<file path="config.mk">
export PLATFORM = sky130hd
export DESIGN_NAME = key_conditioner
export DESIGN_NICKNAME = d
export VERILOG_FILES = /design/src/rtl/lab1_pkg.sv /design/src/rtl/key_channel.sv /design/src/rtl/key_conditioner.sv
export SDC_FILE = /design/constraint.sdc
export NUM_CORES = 1
export LEC_CHECK = 0
export ABC_AREA = 1
export CORE_AREA = 3 3 144 146
export DETAILED_ROUTE_END_ITERATION = 8
export DIE_AREA = 0 0 147 149
export GPL_ROUTABILITY_DRIVEN = 0
export PLACE_DENSITY = 0.55
export SYNTH_ARGS = -nofsm -noshare
export SYNTH_HDL_FRONTEND = slang
export SYNTH_SLANG_ARGS = --single-unit
export TNS_END_PERCENT = 5
</file>
<file path="constraint.sdc">
create_clock -name i_clk -period 3.1 [get_ports i_clk]
set_input_delay 0.465 -clock i_clk [delete_from_list [all_inputs] [get_ports i_clk]]
set_output_delay 0.465 -clock i_clk [all_outputs]
set_load 0.1 [all_outputs]
</file>
<file path="src/rtl/lab1_pkg.sv">
// Shared constants and types for the lab1 key conditioning front end.
`default_nettype none

package lab1_pkg;

  localparam int KEY_START = 0;
  localparam int KEY_PREV  = 1;
  localparam int KEY_NEXT  = 2;

  typedef enum logic [1:0] {
    S_IDLE   = 2'd0,
    S_HOLD   = 2'd1,
    S_REPEAT = 2'd2
  } chan_state_e;

  // Hold counter must reach whichever of the two terminal counts is larger.
  function automatic int hold_width(input int delay, input int period);
    int m;
    m = (delay > period) ? delay : period;
    return (m > 1) ? $clog2(m) : 1;
  endfunction

endpackage

`default_nettype wire

</file>
<file path="src/rtl/key_channel.sv">
// One key: two-flop synchroniser, debounce counter, press/hold/repeat FSM.
`default_nettype none

module key_channel
  import lab1_pkg::*;
#(
  parameter int DEBOUNCE_CYCLES = 500000,
  parameter int REPEAT_DELAY    = 25000000,
  parameter int REPEAT_PERIOD   = 5000000,
  parameter bit REPEAT_EN       = 1'b0
) (
  input  logic clk_i,
  input  logic rst_ni,
  input  logic key_ni,
  output logic pulse_o,
  output logic level_o
);

  localparam int DB_W   = $clog2(DEBOUNCE_CYCLES);
  localparam int HOLD_W = hold_width(REPEAT_DELAY, REPEAT_PERIOD);
  localparam logic [DB_W-1:0]   DB_LAST     = DB_W'(DEBOUNCE_CYCLES - 1);
  localparam logic [HOLD_W-1:0] DELAY_LAST  = HOLD_W'(REPEAT_DELAY - 1);
  localparam logic [HOLD_W-1:0] PERIOD_LAST = HOLD_W'(REPEAT_PERIOD - 1);

  logic [1:0]        sync_q;
  logic [DB_W-1:0]   db_cnt_q, db_cnt_d;
  logic              stable_q, stable_d;
  logic [HOLD_W-1:0] hold_q, hold_d;
  chan_state_e       state_q, state_d;
  logic              pulse_q, pulse_d;
  logic              pressed, flip, press_ev, release_ev;

  assign pressed    = ~sync_q[1];
  assign flip       = (pressed != stable_q) && (db_cnt_q == DB_LAST);
  assign press_ev   = flip & ~stable_q;
  assign release_ev = flip & stable_q;

  always_comb begin
    db_cnt_d = '0;
    stable_d = stable_q;
    if (pressed != stable_q) begin
      if (flip) stable_d = ~stable_q;
      else      db_cnt_d = db_cnt_q + 1'b1;
    end
  end

  // Release is tested first so it overrides a coincident repeat terminal count.
  always_comb begin
    state_d = state_q;
    hold_d  = hold_q;
    pulse_d = 1'b0;
    case (state_q)
      S_IDLE: begin
        if (press_ev) begin
          pulse_d = 1'b1;
          hold_d  = '0;
          state_d = S_HOLD;
        end
      end
      S_HOLD: begin
        if (release_ev) begin
          hold_d  = '0;
          state_d = S_IDLE;
        end else if (hold_q == DELAY_LAST) begin
          if (REPEAT_EN) begin
            pulse_d = 1'b1;
            hold_d  = '0;
            state_d = S_REPEAT;
          end
        end else begin
          hold_d = hold_q + 1'b1;
        end
      end
      S_REPEAT: begin
        if (release_ev) begin
          hold_d  = '0;
          state_d = S_IDLE;
        end else if (hold_q == PERIOD_LAST) begin
          pulse_d = 1'b1;
          hold_d  = '0;
        end else begin
          hold_d = hold_q + 1'b1;
        end
      end
      default: begin
        hold_d  = '0;
        state_d = S_IDLE;
      end
    endcase
  end

  always_ff @(posedge clk_i or negedge rst_ni) begin
    if (!rst_ni) begin
      sync_q   <= 2'b11;
      db_cnt_q <= '0;
      stable_q <= 1'b0;
      hold_q   <= '0;
      state_q  <= S_IDLE;
      pulse_q  <= 1'b0;
    end else begin
      sync_q   <= {sync_q[0], key_ni};
      db_cnt_q <= db_cnt_d;
      stable_q <= stable_d;
      hold_q   <= hold_d;
      state_q  <= state_d;
      pulse_q  <= pulse_d;
    end
  end

  assign pulse_o = pulse_q;
  assign level_o = stable_q;

endmodule

`default_nettype wire

</file>
<file path="src/rtl/key_conditioner.sv">
// Three independent key channels turning raw active-low buttons into clean pulses.
`default_nettype none

module key_conditioner
  import lab1_pkg::*;
#(
  parameter int         DEBOUNCE_CYCLES = 500000,
  parameter int         REPEAT_DELAY    = 25000000,
  parameter int         REPEAT_PERIOD   = 5000000,
  parameter logic [2:0] REPEAT_MASK     = 3'b110
) (
  input  logic       i_clk,
  input  logic       i_rst_n,
  input  logic [2:0] i_key_n,
  output logic       o_start,
  output logic       o_prev,
  output logic       o_next,
  output logic [2:0] o_key_level
);

  logic [2:0] pulse;

  for (genvar k = 0; k < 3; k++) begin : g_chan
    key_channel #(
      .DEBOUNCE_CYCLES(DEBOUNCE_CYCLES),
      .REPEAT_DELAY   (REPEAT_DELAY),
      .REPEAT_PERIOD  (REPEAT_PERIOD),
      .REPEAT_EN      (REPEAT_MASK[k])
    ) u_chan (
      .clk_i  (i_clk),
      .rst_ni (i_rst_n),
      .key_ni (i_key_n[k]),
      .pulse_o(pulse[k]),
      .level_o(o_key_level[k])
    );
  end

  assign o_start = pulse[KEY_START];
  assign o_prev  = pulse[KEY_PREV];
  assign o_next  = pulse[KEY_NEXT];

endmodule

`default_nettype wire

</file>
==> impl_metrics.ini, run 1 <==
[synth]
synth_edf_count = 0
seq_area_frac_synth = 0.397
synthCells = 1136
synth_top_flop_cell = dfrtp_1
synth.top_cell.area_share = 0.377
synth_cell_type_count = 39
syn_area_um2 = 7840
yosys-top-cells-count = nand2_1 (376), nor2_1 (204), inv_1 (125)
synth_area_per_cell_um2 = 6.90
synthArstFlopShare = 1.00
yosysMostFrequentCell = nand2_1
yosysWarnings = 0
synthTopCellsByArea = dfrtp_1 (38%), nand2_1 (18%), nor2_1 (9.8%)
synth_top_area_cell = dfrtp_1
syn_nets = 1154
ys_ff_latch = 124

[grt]
grt_overflow = 0
grt_pass1_wl_mm = 31.0
grt_max_degree = 72
grt_pass1_vias = 6473
grt_usage = 0.171
antenna_found_initial = 0

[placed_design]
dp_hpwl_mm = 12.5
port_buffers = 10

[clock_network]
cts_setup_buffers = 0
cts_resized = 0
cts_tree = done
clkSlewWorstSetupHoldPaths_ps = 60
cts_sinks = 124
h-tree-depth = 4
cts_buffer_depth = 2
clk_latency_ps = 420
numCtsBuffers = 17
cts_hold_buf = 0
cts_root_buf = clkbuf_16

[setup_path]
crit_path_max_incr_delay_ps = 560
cp_data_required_time_ps = 3460
endpoint_kind = flop
r2r-end = g_chan[1].u_chan.hold_q[15]
critPathMaxFanout = 25
cpMaxStageDelayCell = o21ai_4
arrival_ps = 2400
reg2reg_from = g_chan[1].u_chan.db_cnt_q[0]
rr_worst_depth = 10
crit_type = flop to flop
start_kind = flop
crit_top_cell = nand2_1
r2r_slack_ps = 1060
cp_cell_sequence = ha_1 > nand2_1 > nor2_4 > nand2_2 > nor2_4 > nand3_2 > nand2_2 > o21ai_4 > nand2_1 > nand2_1

[route]
route.vias.total = 6730
drtAntennaViolNets = 0
drt_first_pass_iters = 5
routedWlPerCell_um = 12.3
drtIter0Drc = 466
viasPerCell = 4.72
drc_errors = 0
wirelength_mm = 17.5

[sta]
timing.slew.headroom = 0.535
tightest_slew_ps = 697
whs_ps = 56.0
rsz0062_at_grt = no
hold_violations = 0
setup_viol = 0
setup_tns_ps = 0
post-route-period-util = 0.659
drv_slew = 0
skew_ps = 10.6
post-route-min-period_ps = 2040
fmax_ghz = 0.490

[floorplan]
die-area_um2 = 21900
die_w_um = 147
rows = 51
coreArea_um2 = 19500
die_h_um = 149
num_io_pins = 11
initial_utilization = 0.401

[worst_hold_path]
hold_path_class = input pin to async pin

[finish]
area_growth_syn_to_layout_pct = 10.9
final_util = 0.445
num_antenna_cells = 0
final_nets = 1167
drive_above_1_share = 0.0895

[power_and_ir_drop]
power.density_nw_per_um2 = 420
leakagePower_nw = 3.80
irDropWorstVdd_mv = 0.333
p_total_mw = 3.64

[job]
maxCapViolCount = 0

[status]
status = finished, final reports clean
==> sequential cells by signal, summed over array words and instances (netlist names) <==
register	cells
g_chan.u_chan.db_cnt_q	57
g_chan.u_chan.hold_q	50
g_chan.u_chan.level_o	3
g_chan.u_chan.pulse_o	3
g_chan.u_chan.state_q	5
g_chan.u_chan.sync_q	6
==> worst max-delay path by stage <==
stage	start	to	slack [ps]	cells past startpoint
5_1_grt	g_chan[1].u_chan.db_cnt_q[0]	g_chan[1].u_chan.hold_q[20]	850	10
6_report	g_chan[1].u_chan.db_cnt_q[0]	g_chan[1].u_chan.hold_q[15]	1060	10
4_1_cts	g_chan[1].u_chan.db_cnt_q[0]	g_chan[1].u_chan.hold_q[15]	1020	10
3_3_place_gp	g_chan[2].u_chan.hold_q[0]	g_chan[2].u_chan.hold_q[6]	1120	10
2_1_floorplan	g_chan[2].u_chan.hold_q[0]	g_chan[2].u_chan.hold_q[10]	1470	11
3_5_place_dp	g_chan[1].u_chan.db_cnt_q[0]	g_chan[1].u_chan.hold_q[15]	1030	10
==> worst max-delay path: cells and delay by family (launching register included) <==
family          cells  cell delay, ps
fa+ha+maj           1             260
compound gates      1             560
simple gates        8             770
flops               1             380
==> placed cells by master, fill, tap and decap left out, types with 7 or more instances in the layout <==
cell type	count
inv_1	125
nor2_1	204
nand2_1	376
dfrtp_1	118
xnor2_1	15
xor2_1	31
clkbuf_16	17
nor3_1	32
a21oi_1	16
ha_1	13
buf_4	9
nor2_4	7
nand4_1	25
nand3_1	63
nor2_2	22
o21ai_0	13
==> stage by stage <==
stage / instance area [µm²] / setup slack [ps] / cells
2_1_floorplan: 7840 / 1470 / 1136
3_3_place_gp: 8120 / 1120 / 1395
3_5_place_dp: 8120 / 1030 / 1395
4_1_cts: 8690 / 1020 / 1427
5_1_grt: 8690 / 847 / 1427
6_report: 8690 / 1060 / 1427
==> logic make-up (layout without fill, tap and decap cells) <==
kind of cell | count (synthesis) | count (layout) | synth area share
adders and majority gates | 13 | 13 | 0.0208
DFF | 124 | 124 | 0.397
and+or+nand+nor | 765 | 765 | 0.422
buffers and inverters | 151 | 177 | 0.0826
xor gates and xnor gates | 46 | 46 | 0.0514
AOI/OAI and AO/OA | 37 | 37 | 0.0267
==> where the power goes <==
part | internal (mW) | switching [mW] | leakage, nW
Clock | 1.13 | 0.793 | 0.266
Sequential | 1.64 | 0.00834 | 1.70
Combinational | 0.0195 | 0.0616 | 1.83
==> routing by layer <==
layer | track usage | part of all wire | vias to the layer above
li1 | - | - | 3548
met1 | 0.234 | 0.50 | 3056
met2 | 0.276 | 0.45 | 108
met3 | 0.0365 | 0.036 | 18
met4 | 0.0494 | 0.013 | 0
met5 | 0 | 0 | -
==> layout make-up <==
| cell class | instances | area [µm²] |
|---|---|---|
| repair buffers | 13 | 109 |
| multi-input cells | 861 | 4080 |
| well taps | 265 | 332 |
| inverters | 132 | 495 |
| flip-flops and latches | 124 | 3110 |
| fillers | 2068 | 10800 |
| clock inverters | 13 | 119 |
| clock buffers | 19 | 443 |
(Power assumes the default switching activity.)
==> run 2: changes to the inputs <==
Clock period 3.1 ns to 2.1 ns, I/O delays scaled along.
==> impl_metrics.ini, run 2 (synthesis results as in run 1) <==
[route]
drt_first_pass_iters = 7
routedWlPerCell_um = 12.4
drc_errors = 0
route.vias.total = 6783
wirelength_mm = 17.8
drtAntennaViolNets = 0
viasPerCell = 4.73
drtIter0Drc = 361

[grt]
grt_pass1_vias = 6585
grt_overflow = 0
grt_pass1_wl_mm = 31.0
grt_usage = 0.170
antenna_found_initial = 0
grt_max_degree = 49

[sta]
setup_tns_ps = 0
tightest_slew_ps = 480
skew_ps = 10.9
hold_violations = 0
post-route-min-period_ps = 1880
drv_slew = 0
timing.slew.headroom = 0.679
rsz0062_at_grt = no
post-route-period-util = 0.896
setup_viol = 0
fmax_ghz = 0.531

[finish]
layout_commonest_cell = nand2_1
final_cell_mix = nand2_1 (376), nor2_1 (203), inv_1 (125)
num_antenna_cells = 0
drive_above_1_share = 0.0957
finalInstanceArea_um2 = 8870
reg_top3 = g_chan.u_chan.db_cnt_q x57, g_chan.u_chan.hold_q x50, g_chan.u_chan.sync_q x6
top_register = g_chan.u_chan.db_cnt_q
largest_register_ffs = 57
final_nets = 1175
final_util = 0.454
area_growth_syn_to_layout_pct = 13.2

[setup_path]
critPathCapture = g_chan[1].u_chan.hold_q[11]
arrival_ps = 2240
r2r_slack_ps = 220
cpMaxStageDelayCell = o21ai_4
reg2reg_from = g_chan[1].u_chan.db_cnt_q[0]
cp_cell_sequence = ha_1 > nand2_1 > nor2_4 > nand2_2 > nor2_4 > nand3_2 > nand2_2 > o21ai_4 > nand2_1 > nand2_1
rr_worst_depth = 10
crit_type = flop to flop
r2r-end = g_chan[1].u_chan.hold_q[11]
cp_data_required_time_ps = 2450
critPathLaunch = g_chan[1].u_chan.db_cnt_q[0]
critPathMaxFanout = 13
start_kind = flop
crit_top_cell = nand2_1
endpoint_kind = flop
crit_path_max_incr_delay_ps = 420

[clock_network]
clk_latency_ps = 420
cts_setup_buffers = 0
h-tree-depth = 4
clkSlewWorstSetupHoldPaths_ps = 60
numCtsBuffers = 17
cts_sinks = 124
cts_tree = done
cts_root_buf = clkbuf_16
cts_buffer_depth = 2

[floorplan]
coreArea_um2 = 19500
rows = 51
num_io_pins = 11
die_h_um = 149
die-area_um2 = 21900
die_w_um = 147
initial_utilization = 0.401

[worst_hold_path]
hold_path_class = input pin to flop

[power_and_ir_drop]
irDropWorstVdd_mv = 0.506
leakagePower_nw = 3.88
power.density_nw_per_um2 = 645

[placed_design]
dp_hpwl_mm = 12.5
port_buffers = 10
placed_area_um2 = 8190

[status]
status = finished, final reports clean

[job]
maxCapViolCount = 0
-- run 2: cell types whose count changed in the layout (fill, tap and decap cells not counted) --
cell	before	now
bufinv_16	1	4
buf_4	9	13
nor2_1	204	203
nand3_1	63	62
dlygate4sd3_1	0	1
buf_12	0	2
nor2_4	7	8
clkbuf_1	1	2
o21ai_4	1	2
nand3_2	6	7
clkinv_2	3	0
clkinvlp_4	4	3
-- run 2: power breakdown --
part	internal (mW)	switching, mW
combinational	0.0352	0.0911
sequential	2.41	0.0129
clock	2.03	1.13
-- run 2: repair_timing --
action / 4_1_cts / 5_1_grt
endpoints found under the hold margin: 43 / 0
resized for setup: 0 / 4
setup endpoints to repair: 0 / 25
hold buffers: 1 / 0
-- run 2: layout make-up --
cell class,instances,area (µm²)
clock buffers,20,447
clock inverters,12,186
fillers,2031,10700
inverters,132,495
multi-input cells,862,4110
flip-flops and latches,124,3110
well taps,265,332
repair buffers,20,189
-- run 2: metal layers --
layer  up-vias  global-route usage  wire length, µm
li1       3568                   -                -
met2       112               0.289             8380
met3        20              0.0304              581
met4         0              0.0461              225
met5         -                   0                0
met1      3083               0.225             8620
-- run 2: per-stage QoR --
step / cells / worst slack (ps) / power [mW] / hold slack (ps)
5_1_grt: 1435 / 21.4 / 5.93 / 290
6_report: 1435 / 217 / 5.72 / 300
3_5_place_dp: 1401 / 104 / 2.60 / 289
4_1_cts: 1434 / 83.5 / 5.81 / 287
2_1_floorplan: 1136 / 472 / 2.51 / 19.4
3_3_place_gp: 1401 / 165 / 2.60 / 291
-- run 2: worst max-delay path, delay by kind of cell (launching register included) --
kind / cells / cell delay [ps]
and+or+nand+nor: 8 / 740
AOI/OAI and AO/OA: 1 / 420
DFF: 1 / 380
adders and majority gates: 1 / 250
-- run 2: worst min path at each step --
stage               start                           end  cells after the start
3_5_place_dp      i_rst_n  g_chan[0].u_chan.db_cnt_q[3]                      1
4_1_cts        i_key_n[1]    g_chan[1].u_chan.sync_q[0]                      1
3_3_place_gp      i_rst_n  g_chan[0].u_chan.db_cnt_q[4]                      1
6_report       i_key_n[2]    g_chan[2].u_chan.sync_q[0]                      1
2_1_floorplan     i_rst_n  g_chan[0].u_chan.db_cnt_q[0]                      0
5_1_grt        i_key_n[1]    g_chan[1].u_chan.sync_q[0]                      1
